===== src/rtl/rr_input_arbiter_pkg.sv =====
// rtl/rr_input_arbiter_pkg.sv - shared state encoding and ctrl constants for rr_input_arbiter
package rr_input_arbiter_pkg;

  typedef enum logic [1:0] {
    IDLE = 2'd0,
    HDR  = 2'd1,
    PKT  = 2'd2
  } state_t;

  localparam logic [7:0] IOQ_HDR_CTRL = 8'hFF;
  localparam int         CTRL_BODY    = 0;

  // Register ring widths used by the surrounding UDP pipeline
  localparam int UDP_REG_ADDR_WIDTH  = 23;
  localparam int CPCI_NF2_DATA_WIDTH = 32;

endpackage


===== src/rtl/rr_input_arbiter_if.sv =====
// rtl/rr_input_arbiter_if.sv - per-queue input streams and merged output stream bundle
interface rr_input_arbiter_if #(
  parameter int DATA_WIDTH = 64,
  parameter int CTRL_WIDTH = DATA_WIDTH / 8,
  parameter int NUM_QUEUES = 8
);

  logic [NUM_QUEUES*DATA_WIDTH-1:0] in_data;
  logic [NUM_QUEUES*CTRL_WIDTH-1:0] in_ctrl;
  logic [NUM_QUEUES-1:0]            in_wr;
  logic [NUM_QUEUES-1:0]            in_rdy;
  logic [DATA_WIDTH-1:0]            out_data;
  logic [CTRL_WIDTH-1:0]            out_ctrl;
  logic                             out_wr;
  logic                             out_rdy;

  // master is the arbiter side, slave is the upstream/downstream environment
  modport master (
    input  in_data, in_ctrl, in_wr, out_rdy,
    output in_rdy, out_data, out_ctrl, out_wr
  );

  modport slave (
    output in_data, in_ctrl, in_wr, out_rdy,
    input  in_rdy, out_data, out_ctrl, out_wr
  );

endinterface


===== src/rtl/rr_input_arbiter_rr_pick.sv =====
// rtl/rr_input_arbiter_rr_pick.sv - rotate-and-priority-encode: first non-empty queue from rr_ptr
module rr_pick #(
  parameter int NUM_QUEUES = 8,
  parameter int PTR_W      = (NUM_QUEUES > 1) ? $clog2(NUM_QUEUES) : 1
) (
  input  logic [NUM_QUEUES-1:0] empty,
  input  logic [PTR_W-1:0]      rr_ptr,
  output logic                  found,
  output logic [PTR_W-1:0]      idx
);

  always_comb begin
    int j;
    j     = 0;
    found = 1'b0;
    idx   = rr_ptr;
    for (int i = 0; i < NUM_QUEUES; i++) begin
      j = int'(rr_ptr) + i;
      if (j >= NUM_QUEUES) begin
        j = j - NUM_QUEUES;
      end
      if (!found && !empty[PTR_W'(j)]) begin
        found = 1'b1;
        idx   = PTR_W'(j);
      end
    end
  end

endmodule


===== src/rtl/small_fifo.sv =====
// rtl/small_fifo.sv - shallow show-ahead FIFO; writes into a full FIFO are dropped
module small_fifo #(
  parameter int WIDTH          = 72,
  parameter int MAX_DEPTH_BITS = 2
) (
  input  logic [WIDTH-1:0] din,
  input  logic             wr_en,
  input  logic             rd_en,
  output logic [WIDTH-1:0] dout,
  output logic             nearly_full,
  output logic             empty,
  input  logic             reset,
  input  logic             clk
);

  localparam int DEPTH = 2 ** MAX_DEPTH_BITS;
  localparam logic [MAX_DEPTH_BITS:0] FULL_CNT = (MAX_DEPTH_BITS + 1)'(DEPTH);
  localparam logic [MAX_DEPTH_BITS:0] NF_CNT   = (MAX_DEPTH_BITS + 1)'(DEPTH - 1);

  logic [WIDTH-1:0]          mem [DEPTH];
  logic [MAX_DEPTH_BITS-1:0] wr_ptr;
  logic [MAX_DEPTH_BITS-1:0] rd_ptr;
  logic [MAX_DEPTH_BITS:0]   depth;
  logic                      do_wr;
  logic                      do_rd;

  assign empty       = (depth == '0);
  assign nearly_full = (depth >= NF_CNT);
  assign dout        = mem[rd_ptr];
  assign do_rd       = rd_en && !empty;
  // A concurrent read frees a slot, so a write into a full FIFO is kept only then
  assign do_wr       = wr_en && ((depth != FULL_CNT) || do_rd);

  always_ff @(posedge clk) begin
    if (do_wr) begin
      mem[wr_ptr] <= din;
    end
  end

  always_ff @(posedge clk) begin
    if (reset) begin
      wr_ptr <= '0;
      rd_ptr <= '0;
      depth  <= '0;
    end else begin
      if (do_wr) begin
        wr_ptr <= wr_ptr + MAX_DEPTH_BITS'(1);
      end
      if (do_rd) begin
        rd_ptr <= rd_ptr + MAX_DEPTH_BITS'(1);
      end
      case ({do_wr, do_rd})
        2'b10:   depth <= depth + (MAX_DEPTH_BITS + 1)'(1);
        2'b01:   depth <= depth - (MAX_DEPTH_BITS + 1)'(1);
        default: depth <= depth;
      endcase
    end
  end

endmodule


===== src/rtl/rr_input_arbiter.sv =====
// rtl/rr_input_arbiter.sv - packet-granular round-robin merge of NUM_QUEUES input streams
module rr_input_arbiter
  import rr_input_arbiter_pkg::*;
#(
  parameter int DATA_WIDTH        = 64,
  parameter int CTRL_WIDTH        = DATA_WIDTH / 8,
  parameter int UDP_REG_SRC_WIDTH = 2,
  parameter int NUM_QUEUES        = 8,
  parameter int FIFO_DEPTH_BITS   = 2,
  parameter int STAGE_NUM         = 2
) (
  input  logic                           clk,
  input  logic                           reset,
  rr_input_arbiter_if.master             bus,
  input  logic                           reg_req_in,
  input  logic                           reg_ack_in,
  input  logic                           reg_rd_wr_L_in,
  input  logic [UDP_REG_ADDR_WIDTH-1:0]  reg_addr_in,
  input  logic [CPCI_NF2_DATA_WIDTH-1:0] reg_data_in,
  input  logic [UDP_REG_SRC_WIDTH-1:0]   reg_src_in,
  output logic                           reg_req_out,
  output logic                           reg_ack_out,
  output logic                           reg_rd_wr_L_out,
  output logic [UDP_REG_ADDR_WIDTH-1:0]  reg_addr_out,
  output logic [CPCI_NF2_DATA_WIDTH-1:0] reg_data_out,
  output logic [UDP_REG_SRC_WIDTH-1:0]   reg_src_out
);

  localparam int FW    = CTRL_WIDTH + DATA_WIDTH;
  localparam int PTR_W = (NUM_QUEUES > 1) ? $clog2(NUM_QUEUES) : 1;

  logic [NUM_QUEUES-1:0] empty;
  logic [NUM_QUEUES-1:0] nearly_full;
  logic [NUM_QUEUES-1:0] fifo_rd;
  logic [FW-1:0]         fifo_dout [NUM_QUEUES];

  state_t           state;
  state_t           state_nxt;
  logic [PTR_W-1:0] cur;
  logic [PTR_W-1:0] cur_nxt;
  logic [PTR_W-1:0] rr_ptr;
  logic [PTR_W-1:0] rr_ptr_nxt;
  logic             found;
  logic [PTR_W-1:0] pick_idx;
  logic             rd_en;
  logic [FW-1:0]    rd_word;
  logic [CTRL_WIDTH-1:0] rd_ctrl;

  for (genvar i = 0; i < NUM_QUEUES; i++) begin : g_fifo
    small_fifo #(
      .WIDTH          (FW),
      .MAX_DEPTH_BITS (FIFO_DEPTH_BITS)
    ) u_fifo (
      .din         ({bus.in_ctrl[i*CTRL_WIDTH +: CTRL_WIDTH], bus.in_data[i*DATA_WIDTH +: DATA_WIDTH]}),
      .wr_en       (bus.in_wr[i]),
      .rd_en       (fifo_rd[i]),
      .dout        (fifo_dout[i]),
      .nearly_full (nearly_full[i]),
      .empty       (empty[i]),
      .reset       (reset),
      .clk         (clk)
    );
  end

  assign bus.in_rdy = ~nearly_full;

  rr_pick #(
    .NUM_QUEUES (NUM_QUEUES),
    .PTR_W      (PTR_W)
  ) u_pick (
    .empty  (empty),
    .rr_ptr (rr_ptr),
    .found  (found),
    .idx    (pick_idx)
  );

  assign rd_word = fifo_dout[cur];
  assign rd_ctrl = rd_word[FW-1 -: CTRL_WIDTH];
  assign rd_en   = bus.out_rdy && !empty[cur] && (state != IDLE);

  always_comb begin
    fifo_rd      = '0;
    fifo_rd[cur] = rd_en;
  end

  always_comb begin
    state_nxt  = state;
    cur_nxt    = cur;
    rr_ptr_nxt = rr_ptr;
    unique case (state)
      IDLE: begin
        if (found) begin
          cur_nxt   = pick_idx;
          state_nxt = HDR;
        end
      end
      HDR: begin
        if (rd_en && (rd_ctrl == CTRL_WIDTH'(CTRL_BODY))) begin
          state_nxt = PKT;
        end
      end
      PKT: begin
        // First non-zero ctrl after the body closes the packet and moves the grant on
        if (rd_en && (rd_ctrl != CTRL_WIDTH'(CTRL_BODY))) begin
          state_nxt  = IDLE;
          rr_ptr_nxt = (int'(cur) == NUM_QUEUES - 1) ? '0 : cur + PTR_W'(1);
        end
      end
      default: state_nxt = IDLE;
    endcase
  end

  always_ff @(posedge clk) begin
    if (reset) begin
      state  <= IDLE;
      cur    <= '0;
      rr_ptr <= '0;
    end else begin
      state  <= state_nxt;
      cur    <= cur_nxt;
      rr_ptr <= rr_ptr_nxt;
    end
  end

  always_ff @(posedge clk) begin
    if (reset) begin
      bus.out_wr      <= 1'b0;
      bus.out_data    <= '0;
      bus.out_ctrl    <= '0;
      reg_req_out     <= 1'b0;
      reg_ack_out     <= 1'b0;
      reg_rd_wr_L_out <= 1'b0;
      reg_addr_out    <= '0;
      reg_data_out    <= '0;
      reg_src_out     <= '0;
    end else begin
      bus.out_wr <= rd_en;
      if (rd_en) begin
        bus.out_data <= rd_word[DATA_WIDTH-1:0];
        bus.out_ctrl <= rd_ctrl;
      end
      reg_req_out     <= reg_req_in;
      reg_ack_out     <= reg_ack_in;
      reg_rd_wr_L_out <= reg_rd_wr_L_in;
      reg_addr_out    <= reg_addr_in;
      reg_data_out    <= reg_data_in;
      reg_src_out     <= reg_src_in;
    end
  end

endmodule


===== src/flat_wrapper.sv =====
// flat-port wrapper written by rule: the top's interface ports become plain ports
module rr_input_arbiter_flat import rr_input_arbiter_pkg::*;
#(
  parameter int DATA_WIDTH        = 64,
  parameter int CTRL_WIDTH        = DATA_WIDTH / 8,
  parameter int UDP_REG_SRC_WIDTH = 2,
  parameter int NUM_QUEUES        = 8,
  parameter int FIFO_DEPTH_BITS   = 2,
  parameter int STAGE_NUM         = 2
)
  (clk, reset, reg_req_in, reg_ack_in, reg_rd_wr_L_in, reg_addr_in, reg_data_in, reg_src_in, reg_req_out, reg_ack_out, reg_rd_wr_L_out, reg_addr_out, reg_data_out, reg_src_out, bus_in_data, bus_in_ctrl, bus_in_wr, bus_out_rdy, bus_in_rdy, bus_out_data, bus_out_ctrl, bus_out_wr);
  rr_input_arbiter_if #(.DATA_WIDTH(DATA_WIDTH), .CTRL_WIDTH(CTRL_WIDTH), .NUM_QUEUES(NUM_QUEUES)) bus_i ();
  input  logic clk;
  input  logic reset;
  input  logic reg_req_in;
  input  logic reg_ack_in;
  input  logic reg_rd_wr_L_in;
  input  logic [UDP_REG_ADDR_WIDTH-1:0] reg_addr_in;
  input  logic [CPCI_NF2_DATA_WIDTH-1:0] reg_data_in;
  input  logic [UDP_REG_SRC_WIDTH-1:0] reg_src_in;
  output logic reg_req_out;
  output logic reg_ack_out;
  output logic reg_rd_wr_L_out;
  output logic [UDP_REG_ADDR_WIDTH-1:0] reg_addr_out;
  output logic [CPCI_NF2_DATA_WIDTH-1:0] reg_data_out;
  output logic [UDP_REG_SRC_WIDTH-1:0] reg_src_out;
  input wire logic [$bits(bus_i.in_data)-1:0] bus_in_data;
  input wire logic [$bits(bus_i.in_ctrl)-1:0] bus_in_ctrl;
  input wire logic [$bits(bus_i.in_wr)-1:0] bus_in_wr;
  input wire logic [$bits(bus_i.out_rdy)-1:0] bus_out_rdy;
  output wire logic [$bits(bus_i.in_rdy)-1:0] bus_in_rdy;
  output wire logic [$bits(bus_i.out_data)-1:0] bus_out_data;
  output wire logic [$bits(bus_i.out_ctrl)-1:0] bus_out_ctrl;
  output wire logic [$bits(bus_i.out_wr)-1:0] bus_out_wr;
  assign bus_i.in_data = bus_in_data;
  assign bus_i.in_ctrl = bus_in_ctrl;
  assign bus_i.in_wr = bus_in_wr;
  assign bus_i.out_rdy = bus_out_rdy;
  assign bus_in_rdy = bus_i.in_rdy;
  assign bus_out_data = bus_i.out_data;
  assign bus_out_ctrl = bus_i.out_ctrl;
  assign bus_out_wr = bus_i.out_wr;
  rr_input_arbiter #(.DATA_WIDTH(DATA_WIDTH), .CTRL_WIDTH(CTRL_WIDTH), .UDP_REG_SRC_WIDTH(UDP_REG_SRC_WIDTH), .NUM_QUEUES(NUM_QUEUES), .FIFO_DEPTH_BITS(FIFO_DEPTH_BITS), .STAGE_NUM(STAGE_NUM)) u_core (.clk(clk), .reset(reset), .bus(bus_i), .reg_req_in(reg_req_in), .reg_ack_in(reg_ack_in), .reg_rd_wr_L_in(reg_rd_wr_L_in), .reg_addr_in(reg_addr_in), .reg_data_in(reg_data_in), .reg_src_in(reg_src_in), .reg_req_out(reg_req_out), .reg_ack_out(reg_ack_out), .reg_rd_wr_L_out(reg_rd_wr_L_out), .reg_addr_out(reg_addr_out), .reg_data_out(reg_data_out), .reg_src_out(reg_src_out));
endmodule

===== config.mk =====
export PLATFORM = sky130hd
export DESIGN_NAME = rr_input_arbiter_flat
export DESIGN_NICKNAME = d
export VERILOG_FILES = /design/src/rtl/rr_input_arbiter_pkg.sv /design/src/rtl/rr_input_arbiter_if.sv /design/src/rtl/rr_input_arbiter_rr_pick.sv /design/src/rtl/small_fifo.sv /design/src/rtl/rr_input_arbiter.sv /design/src/flat_wrapper.sv
export SDC_FILE = /design/constraint.sdc
export NUM_CORES = 2
export LEC_CHECK = 0
export CAP_MARGIN = 0
export CORE_MARGIN = 5
export CORE_UTILIZATION = 52
export CTS_CLUSTER_DIAMETER = 150
export DETAILED_ROUTE_END_ITERATION = 10
export PLACE_DENSITY = 0.75
export SLEW_MARGIN = 15
export SYNTH_ARGS = -nofsm -noshare
export SYNTH_HDL_FRONTEND = slang
export SYNTH_HIERARCHICAL = 1
export SYNTH_SLANG_ARGS = --single-unit

===== constraint.sdc =====
create_clock -name clk -period 4.4 [get_ports clk]
set_clock_uncertainty 0.2 [all_clocks]
set_input_delay 0.88 -clock clk [delete_from_list [all_inputs] [get_ports clk]]
set_output_delay 0.88 -clock clk [all_outputs]
set_load 0.1 [all_outputs]

==> run metrics <==
final hold violations 0; total negative setup slack 0 ps; # rows about 160; Finished Layout Cells around 8300; CP arrival 3200 ps; type of the most critical hold path in -> reg; worst hold path startpoint reset; Max clock buf depth 3; Seq/Total Area, Yosys about 76%; largest net degree at the start of global routing between 70 and 80; DRC Markers 0; vias in the first global route 52000; Final period util a little over nine tenths; pwr/cell area ~470 nW/um^2; synthesized cell area 96300 um^2; final core occ 63.3%; FF-to-FF Start u_core/rr_ptr[1]; synthesized flop and latch total 2517; total die area between 150000 and 200000 um^2; H-tree levels 4; Starting DRT DRC Count 8102; total gr overflow 0; kind of critical path reg -> out; drt first pass iters 6; final std cell area, no fill 117000 um^2; Antenna Nets Post-Route 0; clk slew on worst S/H paths roughly 60 ps; ratio of cells with drive above 1 in the final layout 23.1%; number of synthesized flops with an enable pin 2304; Worst-Margin Slew between 1000 and 1500 ps; Area Growth Syn to Fin 21.5%; total wire length 312000 um; syn_nets just over 5000; Critical Path Source u_core/g_fifo[4].u_fifo/depth[0]; fmax ~0.23 GHz; gpl congestion slightly above 0.9; Synth warnings 6; Buffers on Ports ~790; Power, Total roughly 55 mW; CP max FO 7; HPWL Detailed between 200000 and 250000 um; WL/cell 37.6 um; global-route wire length before repair about 420000 um; # IOs 788; ys async rst share 0%; CTS buffer count approximately 240; number of placed instances with taps included roughly 7700; Worst slew margin 22.6%; Finish-stage setup viols 0; Placed Area 109000 um^2; Global Route Usage Sum between 30% and 40%; Die Width ~440 um; Post-Synthesis Cells approximately 4500; Via density about 6.5; Final min period between 4000 and 5000 ps; worst path required time around 3300 ps; Max Slew Vio Count 0; Die Span Y 440 um; leak pwr about 37 nW; core area around 180000 um^2; run status finished clean; initial antenna violation count ~170; Initial Util 52.1%; CP endpoint kind output pin; most common cell in the synthesized netlist edfxtp_1; CTS root buffer clkbuf_16; Sink Count ~2500; most instantiated cells after synthesis 2304 x edfxtp_1, 592 x mux4_2, 213 x dfxtp_1, 172 x nor2_1, 94 x a221oi_1; Yosys top cell area share 71.8%; mean post-synth cell area around 21 um^2; vias around 54000; unrepaired setup endpoints after global routing false; Max IR drop VDD between 300 and 400 uV; ys flop type edfxtp_1; Final #Nets between 6000 and 7000; max cap viols 0; filler instances 12000; TritonCTS clock tree yes; synth top area cells edfxtp_1 72%, mux4_2 14%, dfxtp_1 4.4%; worst skew pair latency 880 ps; Synth area leader edfxtp_1; Worst setup SP type flip-flop; Netlist cell types between 60 and 70
[state kept, by name, summed over array words and instances (netlist names), named ones only]
name and flops:
u_core/cur 3, u_core/reg_ack_out 1, u_core/state 2, u_core/reg_rd_wr_L_out 1, u_core/bus.out_data 64, u_core/reg_src_out 2, u_core/reg_req_out 1, u_core/g_fifo.u_fifo/depth 24
u_core/bus.out_wr 1, u_core/reg_data_out 32, u_core/rr_ptr 3, u_core/g_fifo.u_fifo/rd_ptr 16, u_core/reg_addr_out 23, u_core/g_fifo.u_fifo/wr_ptr 16, u_core/g_fifo.u_fifo/mem 2304, u_core/bus.out_ctrl 8
[placed cells by master, fill, tap and decap left out, drive strengths merged, types with 51 or more instances in the layout]
cell type,Yosys,final
dfxtp,213,213
clkbuf,63,318
nor2b,79,79
a22o,70,70
edfxtp,2304,2304
buf,193,240
clkinv,1,95
a311oi,51,51
a221oi,94,94
nor2,172,172
mux4,605,605
mux2i,63,63
clkdlybuf4s50,0,774
inv,57,65
diode,0,112
[layout make-up]
type                       count  area [um^2]  share of cell area [%]
inverter                      58          218                   0.186
sequential                  2517        73500                    62.8
clock buffer                 318         6520                    5.57
clock inverter               132         1460                    1.25
antenna                      112          280                   0.239
tap                         2480         3100                    2.65
timing repair buffer        1015        10400                    8.92
multi-input combinational   1659        21500                    18.4
[where the power goes]
| group | switching (mW) | internal (mW) | leakage, nW |
|---|---|---|---|
| registers | 0.486 | 27.4 | 22.9 |
| logic | 4.07 | 2.14 | 10.1 |
| clock network | 9.01 | 11.7 | 3.90 |
[repair_timing]
action	in CTS	in global routing
resized for setup	1	0
setup buffers	0	0
hold buffers	0	0
endpoints found under the setup margin	1	0
[worst max-delay path, stage by stage, from the launching register on]
cell and delay (ps):
dfxtp_1 450, inv_1 130, o21ai_0 650, inv_1 100, clkdlybuf4s50_1 1000
[through the flow]
stage | setup WS [ps] | hold WS, ps
after detailed placement | 115 | 294
after CTS | 65.2 | 253
after global placement | 175 | 288
after floorplan | 475 | 246
after global routing | 61.2 | 298
final | 124 | 303
[routing by layer]
layer | share of wire [%] | global-route usage, %
met5 | 0.12 | 0
met1 | 32 | 39.1
met3 | 13 | 9.06
met2 | 47 | 49.1
met4 | 8.1 | 21.9
[path summary, 6_finish.rpt]
| check | end | slack (ps) | cells past startpoint |
|---|---|---|---|
| max | bus_in_rdy[4] | 120 | 4 |
| min | u_core/g_fifo[7].u_fifo/wr_ptr[0] | 300 | 2 |
| max reg2reg | u_core/cur[2] | 450 | 11 |
| min reg2reg | u_core/bus.out_data[51] | 300 | 2 |
[cells by family after synthesis]
logic type               after synthesis  synth area share [%]
flip-flops                          2517                  76.2
XOR/XNOR                              45                 0.417
multiplexers                         716                  15.4
adder cells (fa/ha/maj)               44                 0.634
buffers and inverters                314                  1.59
AND/OR/NAND/NOR                      434                  2.28
AO/OA/AOI/OAI                        420                  3.41
(Power assumes the default switching activity.)
